===== src/rtl/ppu_arb_pkg.sv =====
// Shared types and constants for the PPU VRAM arbiter and its address folding.
package ppu_arb_pkg;

    typedef enum logic [1:0] {
        SLOT_IDLE,
        SLOT_RENDER,
        SLOT_CPU
    } slot_t;

    typedef enum logic [1:0] {
        OWN_NONE,
        OWN_RENDER,
        OWN_CPU
    } owner_t;

    localparam logic [13:0] PAL_BASE       = 14'h3F00;
    localparam logic [13:0] NT_MIRROR_BASE = 14'h3000;

endpackage


===== src/rtl/ppu_addr_fold.sv =====
// Combinational PPU address mirror folding (palette and nametable mirrors).
// Compiled only when PPU_ARB_PALETTE_MIRROR_EN is defined.
`ifdef PPU_ARB_PALETTE_MIRROR_EN
module ppu_addr_fold
    import ppu_arb_pkg::*;
#(
    parameter int ADDR_W = 14
) (
    input  logic [ADDR_W-1:0] addr,
    output logic [ADDR_W-1:0] folded
);

    localparam logic [ADDR_W-1:0] PAL = ADDR_W'(PAL_BASE);
    localparam logic [ADDR_W-1:0] NT  = ADDR_W'(NT_MIRROR_BASE);

    always_comb begin
        folded = addr;
        if (addr >= PAL) begin
            // Sprite palette entry 0 of each group aliases the backdrop entries.
            folded = PAL | {{(ADDR_W-5){1'b0}}, addr[4:0]};
            if (addr[4] && (addr[1:0] == 2'b00)) begin
                folded[4] = 1'b0;
            end
        end else if (addr >= NT) begin
            folded = addr - ADDR_W'(14'h1000);
        end
    end

endmodule
`endif


===== src/rtl/ppu_vram_arbiter.sv =====
// Shares the VRAM port between the render fetch engine and a buffered CPU access.
// Optional address mirror folding under PPU_ARB_PALETTE_MIRROR_EN.
module ppu_vram_arbiter
    import ppu_arb_pkg::*;
#(
    parameter int ADDR_W   = 14,
    parameter int MAX_WAIT = 8
) (
    input  logic              clk,
    input  logic              rst,
    input  logic              render_req,
    input  logic [ADDR_W-1:0] render_addr,
    output logic              render_gnt,
    output logic              render_rvalid,
    output logic [7:0]        render_rdata,
    input  logic              cpu_req,
    input  logic              cpu_we,
    input  logic [ADDR_W-1:0] cpu_addr,
    input  logic [7:0]        cpu_wdata,
    output logic              cpu_busy,
    output logic              cpu_rvalid,
    output logic [7:0]        cpu_rdata,
    output logic [ADDR_W-1:0] ram_addr,
    output logic [7:0]        ram_wdata,
    output logic              ram_we,
    input  logic [7:0]        ram_rdata
);

    localparam int WAIT_W = $clog2(MAX_WAIT + 1);
    localparam logic [WAIT_W-1:0] WAIT_MAX = WAIT_W'(MAX_WAIT);

    logic              buf_valid;
    logic              buf_we;
    logic [ADDR_W-1:0] buf_addr;
    logic [7:0]        buf_wdata;
    logic [ADDR_W-1:0] last_addr;
    logic [WAIT_W-1:0] wait_cnt;
    owner_t            owner_q;
    logic [7:0]        render_rdata_q;
    logic [7:0]        cpu_rdata_q;
    slot_t             slot;
    logic [ADDR_W-1:0] render_addr_f;
    logic [ADDR_W-1:0] cpu_addr_f;

`ifdef PPU_ARB_PALETTE_MIRROR_EN
    ppu_addr_fold #(.ADDR_W(ADDR_W)) u_fold_render (.addr(render_addr), .folded(render_addr_f));
    ppu_addr_fold #(.ADDR_W(ADDR_W)) u_fold_cpu    (.addr(cpu_addr),    .folded(cpu_addr_f));
`else
    assign render_addr_f = render_addr;
    assign cpu_addr_f    = cpu_addr;
`endif

    always_comb begin
        // NOTE: every always_comb output gets a default first so no latch is inferred.
        slot = SLOT_IDLE;
        if (buf_valid && (!render_req || (wait_cnt == WAIT_MAX))) begin
            slot = SLOT_CPU;
        end else if (render_req) begin
            slot = SLOT_RENDER;
        end
    end

    always_comb begin
        render_gnt = 1'b0;
        ram_addr   = last_addr;
        ram_we     = 1'b0;
        ram_wdata  = 8'h00;
        case (slot)
            SLOT_RENDER: begin
                render_gnt = 1'b1;
                ram_addr   = render_addr_f;
            end
            SLOT_CPU: begin
                ram_addr  = buf_addr;
                ram_we    = buf_we;
                ram_wdata = buf_wdata;
            end
            default: ;
        endcase
    end

    always_ff @(posedge clk) begin
        if (rst) begin
            buf_valid      <= 1'b0;
            buf_we         <= 1'b0;
            buf_addr       <= '0;
            buf_wdata      <= 8'h00;
            last_addr      <= '0;
            wait_cnt       <= '0;
            owner_q        <= OWN_NONE;
            render_rdata_q <= 8'h00;
            cpu_rdata_q    <= 8'h00;
        end else begin
            last_addr <= ram_addr;

            if (slot == SLOT_CPU) begin
                buf_valid <= 1'b0;
            end else if (cpu_req && !buf_valid) begin
                buf_valid <= 1'b1;
                buf_we    <= cpu_we;
                buf_addr  <= cpu_addr_f;
                buf_wdata <= cpu_wdata;
            end

            if (!buf_valid || (slot == SLOT_CPU)) begin
                wait_cnt <= '0;
            end else if (wait_cnt != WAIT_MAX) begin
                wait_cnt <= wait_cnt + 1'b1;
            end

            if (slot == SLOT_RENDER) begin
                owner_q <= OWN_RENDER;
            end else if ((slot == SLOT_CPU) && !buf_we) begin
                owner_q <= OWN_CPU;
            end else begin
                owner_q <= OWN_NONE;
            end

            if (owner_q == OWN_RENDER) render_rdata_q <= ram_rdata;
            if (owner_q == OWN_CPU)    cpu_rdata_q    <= ram_rdata;
        end
    end

    // Read data is forwarded straight from the RAM in its valid cycle and held afterwards.
    assign render_rvalid = (owner_q == OWN_RENDER);
    assign cpu_rvalid    = (owner_q == OWN_CPU);
    assign render_rdata  = render_rvalid ? ram_rdata : render_rdata_q;
    assign cpu_rdata     = cpu_rvalid    ? ram_rdata : cpu_rdata_q;
    assign cpu_busy      = buf_valid;

endmodule


===== config.mk =====
export PLATFORM = sky130hd
export DESIGN_NAME = ppu_vram_arbiter
export DESIGN_NICKNAME = d
export VERILOG_FILES = /design/src/rtl/ppu_arb_pkg.sv /design/src/rtl/ppu_addr_fold.sv /design/src/rtl/ppu_vram_arbiter.sv
export SDC_FILE = /design/constraint.sdc
export NUM_CORES = 1
export LEC_CHECK = 0
export CAP_MARGIN = 20
export CORE_UTILIZATION = 45
export DETAILED_ROUTE_END_ITERATION = 12
export PLACE_DENSITY = 0.86
export SLEW_MARGIN = 10
export SYNTH_ARGS = -nofsm -noshare
export SYNTH_HDL_FRONTEND = slang
export SYNTH_SLANG_ARGS = --single-unit

===== constraint.sdc =====
create_clock -name clk -period 1.9 [get_ports clk]
set_clock_uncertainty 0.05 [all_clocks]
set_input_delay 0.285 -clock clk [delete_from_list [all_inputs] [get_ports clk]]
set_output_delay 0.285 -clock clk [all_outputs]
set_load 0.05 [all_outputs]

==> impl_metrics.py <==
metrics = {
    "pwr": {
        "peakVddDrop_uv": 583,
        "power_density_nw_per_um2": 795,
        "power_mw": 3.35,
        "power_leakage_nw": 1.77,
    },
    "outcome": {
        "failed_checks": "negative setup slack",
        "status": "finished with violations",
    },
    "clock_tree": {
        "clockRootBuffer": "clkbuf_8",
        "cts.clk_slew.worst_paths_ns": 0.06,
        "cts_tree": "built",
        "cts_sinks": 60,
        "clk_path_buf_depth": 2,
        "hold_buffers": 0,
        "htreeDepth": 3,
        "numCtsBuffers": 9,
        "clk_latency_ns": 0.33,
    },
    "synth": {
        "yosysMostFrequentCell": "dfxtp_1",
        "syn_nets": 330,
        "synth-async-reset-ratio_pct": 0,
        "syn_area_per_cell_um2": 9.60,
        "synth_top_area_share_pct": 44.8,
        "synthTopCellsByCount": "dfxtp_1, nand2_1, and2_1, o221a_2, a21oi_1",
        "seq_area_frac_synth_pct": 44.8,
        "synth_edf_count": 0,
        "synth_seq_cells": 60,
        "yosys.area.top_type": "dfxtp_1",
        "ys_types": 35,
        "synthCells": 279,
        "yosys_warnings": 0,
        "yosys-top-cells-area": "dfxtp_1, o221a_2, and2_1, mux2_2, nand2_1",
        "ys.flop_type": "dfxtp_1",
        "netlist_area_um2": 2680,
    },
    "floorplan": {
        "die-area_um2": 6270,
        "die_h_um": 79.2,
        "rows": 27,
        "die_w_um": 79.2,
        "core-area_um2": 5610,
        "io_pins": 92,
        "start_util_pct": 47.8,
    },
    "setup_path": {
        "rrSetupSlack_ns": 0.16,
        "cp.required_ns": 1.56,
        "r2r_end": "cpu_busy$_SDFFE_PP0P_",
        "crit_end": "ram_addr[2]",
        "crit_fanout": 6,
        "path_class": "flip-flop to output port",
        "critPathLaunch": "wait_cnt[1]$_SDFFE_PP0N_",
        "endpoint_kind": "output port",
        "cp-start-kind": "flip-flop",
        "r2r-start": "wait_cnt[1]$_SDFFE_PP0N_",
        "rr_worst_depth": 8,
        "cp.arrival_ns": 1.75,
    },
    "cells_and_area": {
        "ff_latch_area_um2": 1200,
        "postLayoutCellArea_um2": 4220,
        "num-fill-cells": 364,
        "layout.nets": 438,
        "area_delta_synth_final_pct": 57.6,
        "drive_gt1_share_pct": 38.6,
        "antenna_cells": 0,
        "multi_input_area_um2": 1460,
    },
    "grt": {
        "grt_pass1_vias": 2473,
        "antenna_found_initial": 0,
        "grt_pass1_wl_mm": 11.4,
        "overflow": 0,
        "grt_start_max_net_pins": 33,
        "grt_use_total_pct": 23.7,
    },
    "flow_run": {
        "cap_violations": 0,
    },
    "placed_design": {
        "port-buffer-count": 91,
        "place_hpwl_mm": 4.50,
        "place_area_um2": 3750,
        "place_congestion": 0.774,
    },
    "sta": {
        "fmax_ghz": 0.480,
        "finalMaxSlewViolations": 0,
        "rsz0062_at_grt": "true",
        "layout_setup_ws_ns": -0.183,
        "hold_viol_final": 0,
        "finalCritPeriodShare_pct": 110,
        "relSlewSlack_pct": 74.4,
        "worst_pin_slew_ns": 0.384,
        "min_period_ns": 2.08,
        "setup_viol": 23,
    },
    "min_path": {
        "hold_path_class": "flip-flop to flip-flop",
    },
    "drt": {
        "routedWlPerCell_um": 15.8,
        "dr.pass1.iters": 4,
        "vias": 2509,
        "drc": 0,
        "antenna_left": 0,
        "drt_iter0_drc": 93,
        "routed_wl_mm": 7.31,
        "routed_via_density": 5.42,
    },
}
where the power goes:
group          internal [mW]  switching [mW]  total (mW)
combinational          0.419           0.468       0.887
clock                  0.626           0.475        1.10
sequential              1.33          0.0355        1.37
total                   2.38           0.978        3.35
what timing repair did:
action	CTS	global route
buffers inserted	3	2
pin swaps	11	8
endpoints found under the setup margin	24	32
hold endpoints to repair	0	0
gates cloned	2	2
resized for setup	40	16
cell type report:
type | instances | share of cell area (%)
inverter | 6 | 0.533
timing repair buffer | 115 | 29.6
clock buffer | 10 | 3.26
multi-input combinational | 195 | 34.7
clock inverter | 5 | 1.24
tap | 72 | 2.13
sequential | 60 | 28.5
critical path, stage by stage (launching register included):
cell and delay (ns):
dfxtp_2 0.32, inv_2 0.06, ha_4 0.13, and4b_4 0.35, nor2_4 0.10, o221a_4 0.30
buf_8 0.15
metrics by stage:
step / hold slack [ns] / cells / TNS [ns] / setup slack (ns) / util (%)
6_report: 0.401 / 463 / -3.21 / -0.183 / 75.3
5_1_grt: 0.428 / 463 / -4.92 / -0.247 / 75.3
4_1_cts: 0.404 / 459 / -3.33 / -0.178 / 73.3
3_5_place_dp: 0.385 / 440 / -3.65 / -0.177 / 66.9
3_3_place_gp: 0.381 / 440 / -3.19 / -0.172 / 66.9
2_1_floorplan: 0.363 / 279 / 0 / 0.00864 / -
worst min-delay path by stage:
stage,start,to,slack (ns),cells past startpoint
3_5_place_dp,buf_we$_SDFFE_PP0P_,owner_q[1]$_SDFF_PP0_,0.39,1
4_1_cts,buf_addr[0]$_SDFFE_PP0P_,buf_addr[0]$_SDFFE_PP0P_,0.40,2
5_1_grt,buf_addr[0]$_SDFFE_PP0P_,buf_addr[0]$_SDFFE_PP0P_,0.43,2
3_3_place_gp,buf_we$_SDFFE_PP0P_,owner_q[1]$_SDFF_PP0_,0.38,1
2_1_floorplan,buf_we$_SDFFE_PP0P_,owner_q[1]$_SDFF_PP0_,0.36,1
6_report,buf_we$_SDFFE_PP0P_,owner_q[1]$_SDFF_PP0_,0.40,1
flip-flops by register name (all words and copies together) (netlist names):
register / flops
buf_addr: 14
buf_wdata: 8
buf_we: 1
cpu_busy: 1
cpu_rdata_q: 8
last_addr: 14
owner_q: 2
render_rdata_q: 8
wait_cnt: 4
cells in the final DEF (no fill, tap or decap), types with 2 or more instances in the layout:
master / n
nand2b_1: 3
and2_1: 27
inv_2: 2
a21oi_1: 24
nor2_4: 2
clkdlybuf4s50_1: 47
buf_8: 9
buf_12: 13
mux2_2: 16
or3_1: 13
and2_4: 9
o221a_2: 18
dfxtp_1: 57
clkinv_2: 3
clkbuf_8: 10
nand2_1: 48
buf_4: 36
inv_1: 4
and2_0: 2
nor2_1: 4
nor2b_4: 2
dfxtp_2: 3
buf_6: 9
or2_4: 2
o221a_4: 8
per-layer routing:
metal / vias to the layer above / share of wire [%] / global-route usage [%]
li1: 1194 / - / -
met1: 1192 / 40 / 25.7
met2: 101 / 50 / 40.7
met3: 22 / 8.3 / 10.1
met4: 0 / 2.4 / 8.73
met5: - / 0 / 0
cell families (layout without fill, tap and decap cells):
group,after synthesis,after routing,share of synthesized area (%)
AOI/OAI and AO/OA,54,54,16.8
xor gates and xnor gates,1,1,0.327
DFF,60,60,44.8
and+or+nand+nor,119,122,24.4
adders and majority gates,2,2,0.934
buffers and inverters,27,136,5.98
muxes,16,16,6.73
No activity file was read; power rests on OpenSTA's default activity.
